--- config.mk ---
export PLATFORM = sky130hd
export DESIGN_NAME = twomux_arb_flat
export DESIGN_NICKNAME = d
export VERILOG_FILES = /design/src/rtl/twomux_arb_if.sv /design/src/rtl/twomux_arb.sv /design/src/flat_wrapper.sv
export SDC_FILE = /design/constraint.sdc
export NUM_CORES = 1
export LEC_CHECK = 0
export ABC_AREA = 0
export CAP_MARGIN = 20
export CELL_PAD_IN_SITES_DETAIL_PLACEMENT = 0
export CELL_PAD_IN_SITES_GLOBAL_PLACEMENT = 2
export CORE_MARGIN = 5
export CORE_UTILIZATION = 35
export CTS_CLUSTER_SIZE = 12
export DETAILED_ROUTE_END_ITERATION = 6
export PLACE_DENSITY_LB_ADDON = 0.1
export SYNTH_ARGS = -nofsm -noshare
export SYNTH_HDL_FRONTEND = slang
export SYNTH_SLANG_ARGS = --single-unit
--- constraint.sdc ---
create_clock -name clk -period 2.68 [get_ports clk]
set_input_delay 0.804 -clock clk [delete_from_list [all_inputs] [get_ports clk]]
set_output_delay 0.804 -clock clk [all_outputs]
set_load 0.02 [all_outputs]
--- src/rtl/twomux_arb_if.sv ---
// Handshake bundle for twomux_arb: two valid/ready input channels and the registered 2:1 mux drive triple.
interface twomux_arb_if #(
    parameter int DW = 4
);
    logic          a_valid;
    logic [DW-1:0] a_data;
    logic          a_ready;
    logic          b_valid;
    logic [DW-1:0] b_data;
    logic          b_ready;
    logic [DW-1:0] dina;
    logic [DW-1:0] dinb;
    logic          sel;
    logic          out_valid;
    logic          out_ready;

    modport master (
        output a_valid, a_data, b_valid, b_data, out_ready,
        input  a_ready, b_ready, dina, dinb, sel, out_valid
    );

    modport slave (
        input  a_valid, a_data, b_valid, b_data, out_ready,
        output a_ready, b_ready, dina, dinb, sel, out_valid
    );
endinterface

--- src/rtl/twomux_arb.sv ---
// Purpose: round-robin arbiter feeding a registered 2:1 mux triple (dina/dinb/sel) from two 2-deep FIFOs.
// Latency: word accepted at edge k is presented after edge k+1 at the earliest; one grant per cycle.
// Backpressure: a_ready/b_ready depend only on FIFO occupancy; out_ready=0 freezes the triple and stops pops.
module twomux_arb #(
    parameter int DW = 4
) (
    input  logic        clk,
    input  logic        rst_n,
    twomux_arb_if.slave bus
);
    logic [DW-1:0] a_mem [2];
    logic [DW-1:0] b_mem [2];
    logic          a_wp, a_rp, b_wp, b_rp;
    logic [1:0]    a_cnt, b_cnt;
    logic [DW-1:0] dina_q, dinb_q;
    logic          sel_q, out_valid_q;
    logic          last_grant;  // 1 = A granted last, 0 = B

    logic a_push, b_push, a_ne, b_ne, free, grant_a, grant_b;

    assign bus.a_ready   = (a_cnt != 2'd2);
    assign bus.b_ready   = (b_cnt != 2'd2);
    assign bus.dina      = dina_q;
    assign bus.dinb      = dinb_q;
    assign bus.sel       = sel_q;
    assign bus.out_valid = out_valid_q;

    assign a_push  = bus.a_valid && bus.a_ready;
    assign b_push  = bus.b_valid && bus.b_ready;
    assign a_ne    = (a_cnt != 2'd0);
    assign b_ne    = (b_cnt != 2'd0);
    assign free    = !out_valid_q || bus.out_ready;
    // On a tie the channel that did not win last time gets the slot.
    assign grant_a = free && a_ne && (!b_ne || !last_grant);
    assign grant_b = free && b_ne && (!a_ne ||  last_grant);

    always_ff @(posedge clk or negedge rst_n) begin
        if (!rst_n) begin
            a_mem[0]    <= '0;
            a_mem[1]    <= '0;
            b_mem[0]    <= '0;
            b_mem[1]    <= '0;
            a_wp        <= 1'b0;
            a_rp        <= 1'b0;
            b_wp        <= 1'b0;
            b_rp        <= 1'b0;
            a_cnt       <= 2'd0;
            b_cnt       <= 2'd0;
            dina_q      <= '0;
            dinb_q      <= '0;
            sel_q       <= 1'b0;
            out_valid_q <= 1'b0;
            last_grant  <= 1'b0;
        end else begin
            if (a_push) begin
                a_mem[a_wp] <= bus.a_data;
                a_wp        <= ~a_wp;
            end
            if (b_push) begin
                b_mem[b_wp] <= bus.b_data;
                b_wp        <= ~b_wp;
            end
            if (grant_a) a_rp <= ~a_rp;
            if (grant_b) b_rp <= ~b_rp;
            a_cnt <= a_cnt + {1'b0, a_push} - {1'b0, grant_a};
            b_cnt <= b_cnt + {1'b0, b_push} - {1'b0, grant_b};

            if (free) begin
                if (grant_a) begin
                    dina_q      <= a_mem[a_rp];
                    sel_q       <= 1'b1;
                    out_valid_q <= 1'b1;
                    last_grant  <= 1'b1;
                end else if (grant_b) begin
                    dinb_q      <= b_mem[b_rp];
                    sel_q       <= 1'b0;
                    out_valid_q <= 1'b1;
                    last_grant  <= 1'b0;
                end else begin
                    out_valid_q <= 1'b0;
                end
            end
        end
    end
endmodule

--- src/flat_wrapper.sv ---
// flat-port wrapper written by rule: the top's interface ports become plain ports
module twomux_arb_flat 
#(
    parameter int DW = 4
)
  (clk, rst_n, bus_a_valid, bus_a_data, bus_b_valid, bus_b_data, bus_out_ready, bus_a_ready, bus_b_ready, bus_dina, bus_dinb, bus_sel, bus_out_valid);
  twomux_arb_if #(.DW(DW)) bus_i ();
  input  logic clk;
  input  logic rst_n;
  input wire logic [$bits(bus_i.a_valid)-1:0] bus_a_valid;
  input wire logic [$bits(bus_i.a_data)-1:0] bus_a_data;
  input wire logic [$bits(bus_i.b_valid)-1:0] bus_b_valid;
  input wire logic [$bits(bus_i.b_data)-1:0] bus_b_data;
  input wire logic [$bits(bus_i.out_ready)-1:0] bus_out_ready;
  output wire logic [$bits(bus_i.a_ready)-1:0] bus_a_ready;
  output wire logic [$bits(bus_i.b_ready)-1:0] bus_b_ready;
  output wire logic [$bits(bus_i.dina)-1:0] bus_dina;
  output wire logic [$bits(bus_i.dinb)-1:0] bus_dinb;
  output wire logic [$bits(bus_i.sel)-1:0] bus_sel;
  output wire logic [$bits(bus_i.out_valid)-1:0] bus_out_valid;
  assign bus_i.a_valid = bus_a_valid;
  assign bus_i.a_data = bus_a_data;
  assign bus_i.b_valid = bus_b_valid;
  assign bus_i.b_data = bus_b_data;
  assign bus_i.out_ready = bus_out_ready;
  assign bus_a_ready = bus_i.a_ready;
  assign bus_b_ready = bus_i.b_ready;
  assign bus_dina = bus_i.dina;
  assign bus_dinb = bus_i.dinb;
  assign bus_sel = bus_i.sel;
  assign bus_out_valid = bus_i.out_valid;
  twomux_arb #(.DW(DW)) u_core (.clk(clk), .rst_n(rst_n), .bus(bus_i));
endmodule
==> results of run 1 <==
worst register-to-register path, delay by kind of cell (launching register included):
family,cells,cell delay [ps]
AOI/OAI and AO/OA,2,200
adders and majority gates,2,460
DFF,1,490
buffers and inverters,2,110
xor gates and xnor gates,2,290
cell families (layout without fill, tap and decap cells):
| group | Yosys count | after routing | share of synthesized area, % |
|---|---|---|---|
| xor+xnor | 8 | 8 | 4.65 |
| mux | 32 | 32 | 24.9 |
| fa+ha+maj | 4 | 4 | 3.32 |
| compound gates | 5 | 5 | 3.90 |
| buf+inv | 6 | 41 | 1.49 |
| flops | 34 | 34 | 56.5 |
| simple gates | 11 | 11 | 5.23 |
synthesized netlist by cell type, types with 2 or more instances:
library cell   n
and2_1         2
dfrtp_1       34
ha_1           4
inv_1          6
mux2_2        28
mux2_4         4
nand2b_1       2
nand3_1        2
xnor2_1        6
xor2_1         2
metal layers:
| metal | up-vias | global-route usage, % | routed length [um] | part of all wire [%] |
|---|---|---|---|---|
| met5 | - | 0 | 0 | 0 |
| met4 | 0 | 4.66 | 39 | 1.5 |
| met1 | 426 | 13.9 | 1250 | 47 |
| met3 | 5 | 3.96 | 113 | 4.2 |
| li1 | 416 | - | - | - |
| met2 | 15 | 16.1 | 1270 | 47 |
registers in the layout (all words and copies together), names as in the netlist, 2 cells and up:
register / cells
u_core.bus.dina: 4
u_core.a_mem: 8
u_core.b_mem: 8
u_core.bus.dinb: 4
u_core.b_cnt: 2
u_core.a_cnt: 2
final cells by class:
class                           count  share of cell area, %
Tap cell                           50                   3.17
Sequential cell                    34                   43.1
Timing Repair Buffer               27                   13.3
Multi-Input combinational cell     60                   32.1
Clock buffer                        6                   4.18
Inverter                            6                   1.14
Clock inverter                      2                   3.04
per-stage QoR:
stage          total power, mW  hold WS, ps
6_report                  2.76          495
5_1_grt                   2.96          507
4_1_cts                   2.82          498
3_5_place_dp              2.23          483
3_3_place_gp              2.19          478
2_1_floorplan             1.81          456
where the power goes:
part / internal, mW / switching [mW]
registers: 0.793 / 0.196
clock network: 0.397 / 0.182
logic: 0.720 / 0.475
path summary, 6_finish.rpt:
| path | startpoint | end | cells after the start |
|---|---|---|---|
| setup reg to reg | u_core.b_cnt[1] | u_core.a_cnt[1] | 8 |
| min in group asynchronous | rst_n | u_core.a_wp | 2 |
| hold reg to reg | u_core.a_wp | u_core.a_wp | 1 |
| hold / removal | u_core.a_wp | u_core.a_wp | 1 |
| setup / recovery | u_core.b_cnt[0] | bus_b_ready | 2 |
| max in group asynchronous | rst_n | u_core.b_mem[3] | 2 |
==> out/qor.csv, run 1 <==
stage,metric,value,unit
cts,CTS tree,built,
grt,antenna violations before repair,0,
finish,Sequential Area,851,um^2
grt,number of global-route vias before repair,902,
timing,FMAX,427,MHz
placed_design,DP Wirelength,1.94,mm
placed_design,GPL Wtd Cong,0.647,
grt,Tot GR Track Use,10.7,%
finish,Layout area overhead,31.1,%
cts,CTS root buffer,clkbuf_8,
run_status,outcome,"finished, final reports clean",
worst_hold_path,hold crit path type,reg -> reg,
floorplan,Total Die Area,5720,um^2
drt,DR vias/cell,4.66,
cts,H-tree levels,2,
cts,Post-CTS Setup Inserts,0,
logic_synthesis,Syn Inst Count,100,
finish,area of the multi-input gates,633,um^2
logic_synthesis,Synth Warn #,0,
floorplan,# rows,23,
logic_synthesis,Syn Nets,117,
drt,DRT antenna net count,0,
placed_design,Placed Cells,177,
grt,first-pass GRT wire length,4.40,mm
setup_path,critical path data arrival time,1540,ps
floorplan,I/O pin count,25,
logic_synthesis,Synth top area share,56.5,%
placed_design,PortBufs,24,
timing,Worst Skew,4.29,ps
finish,Filler cells,362,
timing,# setup viols final,0,
timing,Final min period,2340,ps
logic_synthesis,"Distinct cells, synth",20,
finish,Finished Layout Cells,185,
job,Max Cap Violations,0,
logic_synthesis,cell taking the most area after synthesis,dfrtp_1,
timing,Final Max Slew Viols,0,
finish,share of layout cells above drive strength 1,36.3,%
cts,clock buffer count from CTS,5,
power,Peak VDD IR,449,uV
logic_synthesis,"Top FF cell, synth",dfrtp_1,
timing,Slew headroom,70.7,%
power,pwr/cell area,1400,nW/um^2
drt,Post-route DRC,0,
placed_design,pre-CTS setup slack,180,ps
timing,Worst Slack Setup Final,341,ps
cts,CTS Sinks,34,
drt,post-DR wirelength/cell,14.5,um
finish,design area,1970,um^2
cts,Worst-Skew Late Latency,280,ps
timing,RSZ-0062 raised after global routing,no,
floorplan,die height,75.6,um
cts,"CTS clk-pin slew, worst paths",70,ps
timing,fin crit share,87.3,%
floorplan,die width,75.6,um
drt,Iter 0 DRT Violations,24,
finish,"commonest non-fill, non-tap cells in the layout","dfrtp_1, mux2_2, clkdlybuf4s50_1",
logic_synthesis,Post-synth ARST share,100,%
finish,"commonest non-fill, non-tap cell in the layout",dfrtp_1,
setup_path,r2r setup slk,1060,ps
logic_synthesis,Area contributors post-synth,"dfrtp_1, mux2_2, mux2_4",
logic_synthesis,Synth Cell Area,1510,um^2
logic_synthesis,"Avg Cell Area, Syn",15.1,um^2
setup_path,CP max stage delay,610,ps
setup_path,crit path max-delay cell type,clkdlybuf4s50_1,
setup_path,Worst EP required,1880,ps
setup_path,critical path buffer and inverter count,1,
cts,clock tree buffer depth,2,
setup_path,cells along the critical path,nand2b_2 -> clkdlybuf4s50_1,
timing,final-report hold violation count,0,
placed_design,dpl cell area,1830,um^2
grt,pin count of the biggest net entering global routing,35,
finish,antenna diode count,0,
setup_path,CP Class,reg -> out,
setup_path,CP Launch Type,register,
setup_path,crit path max fanout,5,
drt,Routed WL,2.68,mm
setup_path,"delay-heaviest family, CP",buffers and inverters,
logic_synthesis,Post-synth EDFFs,0,
timing,Worst Max-Slew Pin Slew,439,ps
cts,hold_buf cts,0,
timing,setup TNS,0,ps
floorplan,Starting Density,36.9,%
logic_synthesis,"flops & latches, synth",34,
cts,CTS resizes,0,
drt,via count,862,
floorplan,Placeable Area,4090,um^2
grt,GR Overflow Total,0,
logic_synthesis,"Seq/Total Area, Yosys",56.5,%
finish,Util after Layout,48.3,%
power,Static Leak,0.860,nW
setup_path,Crit. End Element,output port,
drt,TritonRoute pass-1 iters,4,
finish,Final nets,151,
(Power assumes the default switching activity.)
==> inputs of run 2 (changes only) <==
--- a/config.mk
+++ b/config.mk
@@ -17,3 +17,4 @@
 export SYNTH_ARGS = -nofsm -noshare
 export SYNTH_HDL_FRONTEND = slang
 export SYNTH_SLANG_ARGS = --single-unit
+export TNS_END_PERCENT = 5
==> constraint.sdc (replaced) <==
create_clock -name clk -period 2.55 [get_ports clk]
set_input_delay 0.765 -clock clk [delete_from_list [all_inputs] [get_ports clk]]
set_output_delay 0.765 -clock clk [all_outputs]
set_load 0.02 [all_outputs]
==> run 2 against run 1 <==
  * Combinational power up 4%
  * Count of clock-buffer cells in the layout unchanged
  * Largest cell class unchanged
  * Die area stayed put
  * Highest routed layer unchanged
  * Critical endpoint unchanged
  * Non-clock buffer count unchanged
  * Via count increased by 0.35%
  * Hold slack worse by 6.4 ps
  * Design area is the same
==> out/qor.csv, run 2 (synthesized netlist as in run 1, its figures left out) <==
stage,metric,value,unit,change
run_status,outcome,"finished, final reports clean",,unchanged
drt,Routed WL,2.65,mm,was 2.68 mm
placed_design,DP Wirelength,1.92,mm,was 1.94 mm
timing,Worst Max-Slew Pin Slew,442,ps,was 439 ps
grt,Tot GR Track Use,10.8,%,was 10.7%
finish,design area,1970,um^2,unchanged
placed_design,dpl cell area,1830,um^2,unchanged
grt,first-pass GRT wire length,4.43,mm,was 4.40 mm
setup_path,CP Class,reg -> out,,unchanged
cts,CTS tree,built,,unchanged
timing,Slew headroom,70.5,%,was 70.7%
timing,fin crit share,89.8,%,
grt,antenna violations before repair,0,,unchanged
cts,CTS Sinks,34,,unchanged
cts,hold_buf cts,0,,unchanged
finish,biggest regs,"u_core.a_mem (8), u_core.b_mem (8)",,unchanged
drt,DRT antenna net count,0,,unchanged
finish,antenna diode count,0,,unchanged
cts,CTS resizes,0,,unchanged
setup_path,critical path data arrival time,1520,ps,was 1540 ps
setup_path,r2r setup slk,920,ps,was 1060 ps
drt,Iter 0 DRT Violations,27,,was 24
power,pwr/cell area,1470,nW/um^2,was 1400 nW/um^2
finish,share of layout cells above drive strength 1,36.3,%,unchanged
finish,"commonest non-fill, non-tap cell in the layout",dfrtp_1,,unchanged
drt,via count,865,,was 862
setup_path,Worst EP required,1790,ps,was 1880 ps
worst_hold_path,hold crit path type,reg -> reg,,unchanged
drt,TritonRoute pass-1 iters,2,,was 4
timing,Worst Skew,3.77,ps,was 4.29 ps
setup_path,crit path max fanout,5,,unchanged
floorplan,Starting Density,36.9,%,unchanged
floorplan,die height,75.6,um,unchanged
timing,setup TNS,0,ps,unchanged
cts,Worst-Skew Late Latency,280,ps,about the same
timing,final-report hold violation count,0,,unchanged
cts,"CTS clk-pin slew, worst paths",70,ps,about the same
job,Max Cap Violations,0,,unchanged
finish,Finished Layout Cells,185,,unchanged
drt,Post-route DRC,0,,unchanged
timing,RSZ-0062 raised after global routing,no,,unchanged
grt,pin count of the biggest net entering global routing,35,,unchanged
placed_design,Placed Cells,177,,unchanged
timing,Final min period,2290,ps,
placed_design,PortBufs,24,,unchanged
floorplan,Placeable Area,4090,um^2,unchanged
placed_design,GPL Wtd Cong,0.647,,about the same
cts,H-tree levels,2,,unchanged
floorplan,die width,75.6,um,unchanged
setup_path,Crit. End Element,output port,,unchanged
drt,DR vias/cell,4.68,,was 4.66
cts,Post-CTS Setup Inserts,0,,unchanged
timing,FMAX,437,MHz,
cts,CTS root buffer,clkbuf_8,,unchanged
finish,Layout area overhead,31.1,%,unchanged
timing,Final Max Slew Viols,0,,unchanged
grt,GR Overflow Total,0,,unchanged
setup_path,CP Launch Type,register,,unchanged
floorplan,Total Die Area,5720,um^2,unchanged
floorplan,I/O pin count,25,,unchanged
finish,"commonest non-fill, non-tap cells in the layout","dfrtp_1, mux2_2, clkdlybuf4s50_1",,unchanged
timing,# setup viols final,0,,unchanged
power,Static Leak,0.860,nW,unchanged
finish,Final nets,151,,unchanged
grt,number of global-route vias before repair,892,,was 902
floorplan,# rows,23,,unchanged
power,Peak VDD IR,554,uV,was 449 uV
cts,clock tree buffer depth,2,,unchanged
cts,clock buffer count from CTS,5,,unchanged
drt,post-DR wirelength/cell,14.3,um,was 14.5 um
-- run 2: cell counts in the layout (fill, tap and decap cells not counted) --
No cell type changed its count.
-- run 2: power by group --
group          internal, mW  leakage (nW)  switching, mW
combinational         0.756         0.389          0.498
clock                 0.417        0.0714          0.191
sequential            0.833         0.399          0.205
total                  2.01         0.860          0.895
-- run 2: area by class of cell --
cell class / instances / area [um^2]
Fill cell: 363 / 2110
Sequential cell: 34 / 851
Multi-Input combinational cell: 60 / 633
Timing Repair Buffer: 27 / 263
Clock buffer: 6 / 82.6
Tap cell: 50 / 62.6
Clock inverter: 2 / 60.1
Inverter: 6 / 22.5
-- run 2: metal layers --
metal	vias to the layer above	GRT usage [%]	wire length, um
met5	-	0	0
met4	0	5.24	38
met3	4	3.69	125
met2	18	16.0	1270
met1	430	14.0	1220
li1	413	-	-
-- run 2: per-stage QoR --
step	hold WS [ps]	total power [mW]	worst slack, ps	util [%]
after global placement	478	2.30	109	44.8
after CTS	492	2.96	229	48.3
after global routing	508	3.12	172	48.3
after floorplan	456	1.91	462	-
after detailed placement	477	2.34	83.6	44.8
final	488	2.90	260	48.3
-- run 2: worst max-delay path: stages (launching register included) --
cell	delay (ps)
dfrtp_1	440
nand2b_2	190
clkdlybuf4s50_1	610
-- run 2: path summary, 6_finish.rpt --
| check | startpoint | end | cells past startpoint |
|---|---|---|---|
| worst max-delay path | u_core.b_cnt[0] | bus_b_ready | 2 |
| worst min-delay path | u_core.a_wp | u_core.a_wp | 1 |
| worst max register to register | u_core.b_cnt[1] | u_core.b_cnt[1] | 7 |
| worst min register to register | u_core.a_wp | u_core.a_wp | 1 |
| max in group asynchronous | rst_n | u_core.b_mem[3] | 2 |
| min in group asynchronous | rst_n | u_core.a_mem[1] | 2 |
==> inputs of run 3 (changes only) <==
--- a/config.mk
+++ b/config.mk
@@ -10,7 +10,7 @@
 export CELL_PAD_IN_SITES_DETAIL_PLACEMENT = 0
 export CELL_PAD_IN_SITES_GLOBAL_PLACEMENT = 2
 export CORE_MARGIN = 5
-export CORE_UTILIZATION = 35
+export CORE_UTILIZATION = 36
 export CTS_CLUSTER_SIZE = 12
 export DETAILED_ROUTE_END_ITERATION = 6
 export PLACE_DENSITY_LB_ADDON = 0.1
==> run 3 against run 2 <==
  * Total power fell by 7.4%
  * Fmax decreased by 0.63%
  * Sequential share of layout area rose by 1.4 points
  * Global-route usage increased by 0.95 points
  * Routed wire length fell by 0.87%
  * Combinational power is essentially flat
  * Die area fell by 2.4%
  * Non-clock buffer count unchanged
  * Flip-flop and latch count stayed put
==> out/qor.csv, run 3 (synthesized netlist as in run 1, its figures left out) <==
stage,metric,value,unit,change
finish,biggest regs,"u_core.a_mem (8), u_core.b_mem (8)",,unchanged
grt,GR Overflow Total,0,,unchanged
timing,RSZ-0062 raised after global routing,no,,unchanged
cts,CTS root buffer,clkbuf_8,,unchanged
job,Max Cap Violations,0,,unchanged
power,Clk pwr share,14.3,%,was 21.0%
run_status,outcome,"finished, final reports clean",,unchanged
setup_path,crit path max-delay cell type,clkdlybuf4s50_1,,unchanged
timing,Worst Skew,7.44,ps,was 3.77 ps
floorplan,# rows,23,,unchanged
cts,CTS tree,built,,unchanged
power,switching power,889,uW,was 895 uW
floorplan,die width,74.7,um,was 75.6 um
floorplan,Starting Density,37.4,%,was 36.9%
placed_design,DP Wirelength,1.94,mm,was 1.92 mm
worst_hold_path,hold crit path type,reg -> reg,,unchanged
finish,design area,1910,um^2,was 1970 um^2
setup_path,"delay-heaviest family, CP",buffers and inverters,,unchanged
timing,final-report hold violation count,0,,unchanged
setup_path,critical path buffer and inverter count,1,,unchanged
timing,fin crit share,90.4,%,was 89.8%
placed_design,dpl cell area,1830,um^2,unchanged
drt,DR vias/cell,4.80,,was 4.68
finish,Filler cells,369,,was 363
timing,setup TNS,0,ps,unchanged
setup_path,r2r setup slk,900,ps,was 920 ps
grt,pin count of the biggest net entering global routing,35,,unchanged
timing,Final min period,2300,ps,was 2290 ps
cts,clock tree buffer depth,2,,unchanged
power,Peak VDD IR,458,uV,was 554 uV
setup_path,CP Class,reg -> out,,unchanged
grt,number of global-route vias before repair,1005,,was 892
cts,Post-CTS Setup Inserts,0,,unchanged
power,Combinational Power Share,46.8,%,was 43.2%
finish,antenna diode count,0,,unchanged
power,sequential share of power,38.9,%,was 35.8%
finish,Final nets,151,,unchanged
finish,"commonest non-fill, non-tap cell in the layout",dfrtp_1,,unchanged
setup_path,cells along the critical path,nand2b_2 -> clkdlybuf4s50_1,,unchanged
timing,FMAX,434,MHz,was 437 MHz
setup_path,Worst EP required,1790,ps,about the same
drt,Iter 0 DRT Violations,39,,was 27
cts,CTS Sinks,34,,unchanged
grt,antenna violations before repair,0,,unchanged
power,pwr/cell area,1400,nW/um^2,was 1470 nW/um^2
floorplan,I/O pin count,25,,unchanged
finish,"commonest non-fill, non-tap cells in the layout","dfrtp_1, mux2_2, clkdlybuf4s50_1",,unchanged
finish,share of layout cells above drive strength 1,35.3,%,was 36.3%
power,Internal,1.80,mW,was 2.01 mW
cts,"CTS clk-pin slew, worst paths",70,ps,about the same
finish,Layout area overhead,27.1,%,was 31.1%
timing,Slew headroom,71.6,%,was 70.5%
floorplan,Placeable Area,4030,um^2,was 4090 um^2
power,sw frac,33.1,%,was 30.9%
drt,post-DR wirelength/cell,14.3,um,about the same
cts,clock buffer count from CTS,5,,unchanged
timing,WHS,486,ps,was 488 ps
power,Static Leak,0.831,nW,was 0.860 nW
setup_path,Crit. End Element,output port,,unchanged
setup_path,CP Launch Type,register,,unchanged
placed_design,PortBufs,24,,unchanged
drt,via count,878,,was 865
cts,CTS resizes,0,,unchanged
drt,Post-route DRC,0,,unchanged
cts,H-tree levels,2,,unchanged
cts,Worst-Skew Late Latency,280,ps,about the same
setup_path,CP max stage delay,610,ps,about the same
timing,Worst Max-Slew Pin Slew,426,ps,was 442 ps
placed_design,GPL Wtd Cong,0.695,,was 0.647
drt,Routed WL,2.63,mm,was 2.65 mm
grt,Tot GR Track Use,11.7,%,was 10.8%
drt,TritonRoute pass-1 iters,3,,was 2
timing,Final Max Slew Viols,0,,unchanged
grt,first-pass GRT wire length,4.78,mm,was 4.43 mm
timing,# setup viols final,0,,unchanged
setup_path,crit path max fanout,5,,unchanged
floorplan,Total Die Area,5580,um^2,was 5720 um^2
cts,hold_buf cts,0,,unchanged
floorplan,die height,74.7,um,was 75.6 um
drt,DRT antenna net count,0,,unchanged
setup_path,critical path data arrival time,1540,ps,was 1520 ps
[run 3: cell types whose count changed in the layout (fill, tap and decap cells not counted)]
| cell | delta |
|---|---|
| bufinv_16 | -2 |
[run 3: worst paths after layout]
check	to	start	cells past startpoint
max reg2reg	u_core.b_cnt[1]	u_core.b_cnt[1]	7
min reg2reg	u_core.a_wp	u_core.a_wp	1
max	bus_b_ready	u_core.b_cnt[0]	2
min in group asynchronous	u_core.b_mem[1]	rst_n	2
max in group asynchronous	u_core.a_rp	rst_n	2
min	u_core.a_wp	u_core.a_wp	1
[run 3: layout make-up]
| class | instances | area (um^2) | area share, % |
|---|---|---|---|
| clock buffers | 6 | 82.6 | 4.31 |
| repair buffers | 27 | 263 | 13.7 |
| flip-flops and latches | 34 | 851 | 44.4 |
| multi-input cells | 60 | 633 | 33.1 |
| inverters | 6 | 22.5 | 1.18 |
| well taps | 50 | 62.6 | 3.27 |
[run 3: metal layers]
layer  part of all wire (%)  global-route usage (%)  vias up
met1                     43                    13.9      439
met2                     49                    19.1       18
met4                    2.1                    4.74        0
met5                      0                       0        -
met3                    5.9                    4.54        6
li1                       -                       -      415
[run 3: per-stage QoR]
stage	cells	power [mW]	util, %	setup slack (ps)
4_1_cts	183	2.74	47.5	219
6_report	183	2.69	47.5	246
3_5_place_dp	177	2.35	45.5	82.4
2_1_floorplan	100	1.91	-	462
5_1_grt	183	2.91	47.5	167
3_3_place_gp	177	2.30	45.5	116
[run 3: power groups by stage]
stage	Clock [mW]	Sequential (mW)	Combinational [mW]
after CTS	0.402	1.05	1.29
final	0.383	1.05	1.26
after detailed placement	0	1.06	1.29
after global placement	0	1.04	1.25
after floorplan	0	1.10	0.803
after global routing	0.428	1.09	1.40
[run 3: worst register-to-register path, cell delays in order, from the launching register on]
cell	delay [ps]
dfrtp_1	460
o221ai_4	230
inv_1	60
ha_1	270
inv_1	40
ha_1	190
xnor2_1	180
xnor2_1	150
==> RTL edit 1: new RTL, settings of run 2 <==
`DW` is set to 4 in 3 places; all go to 5.
--- a/src/rtl/twomux_arb_if.sv
+++ b/src/rtl/twomux_arb_if.sv
@@ -1,5 +1,5 @@
 // Handshake bundle for twomux_arb: two valid/ready input channels and the registered 2:1 mux drive triple.
 interface twomux_arb_if #(
-    parameter int DW = 4
+    parameter int DW = 5
 );
     logic          a_valid;
--- a/src/rtl/twomux_arb.sv
+++ b/src/rtl/twomux_arb.sv
@@ -3,5 +3,5 @@
 // Backpressure: a_ready/b_ready depend only on FIFO occupancy; out_ready=0 freezes the triple and stops pops.
 module twomux_arb #(
-    parameter int DW = 4
+    parameter int DW = 5
 ) (
     input  logic        clk,
--- a/src/flat_wrapper.sv
+++ b/src/flat_wrapper.sv
@@ -2,5 +2,5 @@
 module twomux_arb_flat 
 #(
-    parameter int DW = 4
+    parameter int DW = 5
 )
   (clk, rst_n, bus_a_valid, bus_a_data, bus_b_valid, bus_b_data, bus_out_ready, bus_a_ready, bus_b_ready, bus_dina, bus_dinb, bus_sel, bus_out_valid);
Interface: changed (resized bus_a_data, bus_b_data, bus_dina and bus_dinb); port bits go from 25 to 29. No check against the original RTL was run, so the function may have changed too.
==> RTL edit 1 against run 2 <==
Sequential cell count grew 6; design area grew 12%; hold slack lost 0.034 ns; total power shrank 0.58%; combinational power grew 4%; routed wire length grew 22%; sequential power grew 14%; first-iteration DRC count grew 11%; largest power group unchanged; setup slack gained 0.052 ns; synthesized area grew 17%.
==> RTL edit 1: results (changes against run 2) <==
Status
The flow ran to the end, and the final reports show no timing, DRC or antenna violations.

Logic synthesis
By count the netlist is led by sky130_fd_sc_hd__dfrtp_1 (40), sky130_fd_sc_hd__mux2_2 (35), sky130_fd_sc_hd__inv_1 (5), sky130_fd_sc_hd__mux2_4 (5), sky130_fd_sc_hd__xnor2_1 (4). The sequential-to-total area share from yosys stat came to 56.7% (+0.22 points). The count of unique library cells instantiated by Yosys is 25 (+25%).

The synthesized netlist net count came to 139 (+19%). In the post-synthesis netlist, the biggest area contributors are sky130_fd_sc_hd__dfrtp_1 (57%), sky130_fd_sc_hd__mux2_2 (22%), sky130_fd_sc_hd__mux2_4 (4.3%). The count of mapped cells out of synthesis is 121 (+21%).

Worst setup path
The startpoint identified for the worst register-to-register timing path is u_core.a_cnt[1]. The register-to-register path setup slack is 0.87 ns (-0.05 ns). In this run the critical register-to-register path is captured at u_core.a_cnt[1].

Placement
The routability congestion estimate from global placement is 0.778 (+20%). The pre-CTS worst setup slack came to 0.177 ns (+0.0932 ns).

Finish
The share of layout cells above drive strength 1 came to 34.6% (-1.7 points). The largest registers in the layout are u_core.a_mem (10), u_core.b_mem (10). The number of nets in the final layout is 174 (+15%).

Worst hold path
The tightest min-delay check is of the input pin to async pin type.

Global route
The global-route wire length before repair is 5580 µm (+26%). The overall global routing resource usage is 11.4% (+0.62 points).

Pwr
The power of the clock network is 394 µW (-35%). The worst supply voltage drop on vdd is 0.000559 V (+0.94%). The share of total power consumed by net switching is 33.0% (+2.1 points).

Route
The number of detailed-routing iterations run before antenna repair came to 5 (+3).

Timing
The final hold slack is 0.454 ns (-0.0342 ns). The worst-case clock skew came to 0.00570 ns (+0.00192 ns). The slew at the pin closest to its max-slew limit is 0.546 ns (+0.104 ns).
RTL edit 1: cell types whose count changed after synthesis, sizes merged, moves of 2 or more:
cell | run 2 | this run
buf | 0 | 4
dfrtp | 34 | 40
mux2 | 32 | 40
xnor2 | 6 | 4
RTL edit 1: final cells by class:
| class | count | area [µm²] |
|---|---|---|
| Clock buffer | 6 | 72.6 |
| Clock inverter | 1 | 5.00 |
| Fill cell | 460 | 2610 |
| Inverter | 5 | 18.8 |
| Multi-Input combinational cell | 72 | 722 |
| Sequential cell | 40 | 1000 |
| Tap cell | 67 | 83.8 |
| Timing Repair Buffer | 32 | 305 |
RTL edit 1: worst max-delay path by stage:
stage / from / endpoint / slack (ns) / depth (start not counted)
floorplan: bus_out_ready / u_core.a_cnt[1] / 0.49 / 8
global placement: bus_out_ready / u_core.a_cnt[1] / 0.22 / 9
detailed placement: bus_out_ready / u_core.a_cnt[1] / 0.18 / 9
CTS: u_core.b_cnt[0] / bus_b_ready / 0.29 / 2
global route: u_core.a_cnt[1] / bus_a_ready / 0.23 / 2
finish: u_core.b_cnt[0] / bus_b_ready / 0.31 / 2
RTL edit 1: cell families after synthesis:
family	count (synthesis)	share of synthesized area, %
AOI/OAI and AO/OA	6	2.48
xor gates and xnor gates	7	3.47
DFF	40	56.7
muxes	41	27.1
buffers and inverters	9	2.41
adders and majority gates	3	2.13
and+or+nand+nor	15	5.67
RTL edit 1: routing by layer:
layer  vias to the layer above  track usage (%)  share of wire [%]
met2                        22             19.2                 50
met1                       492             13.4                 44
met4                         0             5.07                1.8
met5                         -                0                  0
li1                        488                -                  -
met3                         6             3.22                4.7
==> RTL edit 2: new RTL, config.mk and constraints of run 2 <==
Made on the original files. Make the reset (`rst_n`) synchronous in one clocked block.
--- a/src/rtl/twomux_arb.sv
+++ b/src/rtl/twomux_arb.sv
@@ -35,5 +35,5 @@
     assign grant_b = free && b_ne && (!a_ne ||  last_grant);
 
-    always_ff @(posedge clk or negedge rst_n) begin
+    always_ff @(posedge clk) begin
         if (!rst_n) begin
             a_mem[0]    <= '0;
Check against the original RTL: differs if rst_n is asserted again (counterexample within 4 cycles, from zero or initial values and one cycle with rst_n low); with rst_n held inactive, the same outputs for 10 cycles.
==> RTL edit 2 against run 2 <==
Design area decreased by 0.95%; highest routed layer unchanged; setup slack got worse by 0.13 ns; maximum frequency is 5.4% lower; first-iteration DRC count up 63%; synthesized area up 3.7%; total power decreased by 38%; via count rose by 28%; combinational power down 48%; register-to-register slack worse by 0.15 ns; sequential cell count unchanged; final cell count grew 22%; core utilization decreased by 3.4 points; routed wire length up 18%; clock power decreased by 38%.
==> RTL edit 2: results (changes against run 2) <==
Route
The wire length after detailed routing is 3110 µm (+18%). The routed via count divided by cell count was 4.93 (+5.4%). The number of detailed-routing iterations run before antenna repair is 6 (+4).

Logic synthesis
In the synthesized netlist the dominant register cell turns out to be sky130_fd_sc_hd__dfxtp_1. In the synthesized netlist, the cells that appear most often are sky130_fd_sc_hd__dfxtp_1 (18), sky130_fd_sc_hd__edfxtp_1 (16), sky130_fd_sc_hd__and2_1 (12), sky130_fd_sc_hd__nand2_1 (11), sky130_fd_sc_hd__mux2i_1 (10). The share of synthesized flip-flops with an asynchronous set or reset was 0% (-100 points).

The sequential-to-total area share from yosys stat was 53.8% (-2.6 points). The synthesized netlist net count came to 157 (+34%). The count of unique library cells instantiated by Yosys is 31 (+55%).

Worst setup path
The most critical setup path has its startpoint at u_core.b_cnt[1]. The startpoint of the most critical register-to-register path is u_core.b_cnt[0]. The arrival time reported for the critical path endpoint is 1.66 ns (+0.14 ns).

Timing
The max-slew headroom at the worst pin is 67.9% (-2.7 points). The worst-case clock skew is 0.00308 ns (-0.000692 ns).

Global route
The maximum number of pins on one net before global-route repair is 20 (-43%). The overall global routing resource usage came to 11.3% (+0.59 points). The global-route wire length before repair was 5180 µm (+17%).

Placement
The area of placed instances is 0.00187 mm² (+2.3%). The placed wire-length estimate was 2380 µm (+24%). The pre-CTS worst setup slack is -0.0338 ns (-0.117 ns).

Pwr
The net switching power is 593 µW (-34%). The worst supply voltage drop on vdd came to 0.000222 V (-60%). The cell leakage power is 0.000805 µW (-6.4%).

Status
The flow ran to the end, and the final reports show no timing, DRC or antenna violations.

Worst hold path
The startpoint of the lowest-slack hold path is u_core.bus.dinb[3].

Finish
The share of layout cells above drive strength 1 is 11.0% (-25 points). The number of nets in the final layout is 188 (+25%). The count of filler cells inserted in the layout is 419 (+15%).
## RTL edit 2: cell count changes after synthesis, sizes merged, moves of 6 or more
cell           run 2  this run
dfrtp             34         0
edfxtp             0        16
mux2              32         4
xnor2              6         0
mux2i              0        10
dfxtp              0        18
nand2              0        11
and3               0         8
and2               2        12
## RTL edit 2: path summary, 6_finish.rpt
path / end / depth (start not counted) / slack, ns
worst max register to register: u_core.a_cnt[1] / 8 / 0.77
worst max-delay path: bus_b_ready / 3 / 0.13
worst min register to register: u_core.bus.dinb[3] / 2 / 0.46
worst min-delay path: u_core.bus.dinb[3] / 2 / 0.46
## RTL edit 2: cell families after synthesis
group           after synthesis  synth area share [%]
compound gates               23                  10.0
xor+xnor                      1                 0.561
fa+ha+maj                     3                  2.40
buf+inv                      11                  3.61
flops                        34                  53.8
mux                          14                  9.29
simple gates                 55                  20.3
## RTL edit 2: worst min-delay path, cell delays in order, from the launching register on
cell and delay [ns]:
sky130_fd_sc_hd__dfxtp_1 0.31, sky130_fd_sc_hd__nand2_1 0.05, sky130_fd_sc_hd__mux2i_1 0.06
## RTL edit 2: stage by stage
stage | cells | hold WS, ns | total power (µW)
after floorplan | 141 | 0.502 | 1210
after global placement | 217 | 0.449 | 1420
after detailed placement | 217 | 0.456 | 1450
after CTS | 225 | 0.467 | 1840
after global routing | 225 | 0.491 | 1930
final | 225 | 0.464 | 1800
## RTL edit 2: layer usage
layer | vias to the layer above | track usage (%) | wire length [µm]
met2 | 22 | 19.1 | 1570
met5 | - | 0 | 0
met4 | 0 | 5.77 | 53
li1 | 562 | - | -
met3 | 4 | 4.80 | 168
met1 | 521 | 12.0 | 1320
## RTL edit 2: power by group through the flow
stage | registers (µW) | logic (µW) | clock network, µW
floorplan | 817 | 398 | 0
global placement | 784 | 638 | 0
detailed placement | 791 | 656 | 0
CTS | 779 | 659 | 399
global route | 797 | 710 | 425
finish | 776 | 648 | 377
## RTL edit 2: final cells by class
cell class | count | area share, %
well taps | 52 | 3.33
repair buffers | 30 | 14.6
multi-input cells | 96 | 34.0
clock inverters | 2 | 0.448
inverters | 5 | 0.960
flip-flops and latches | 34 | 43.0
clock buffers | 6 | 3.71
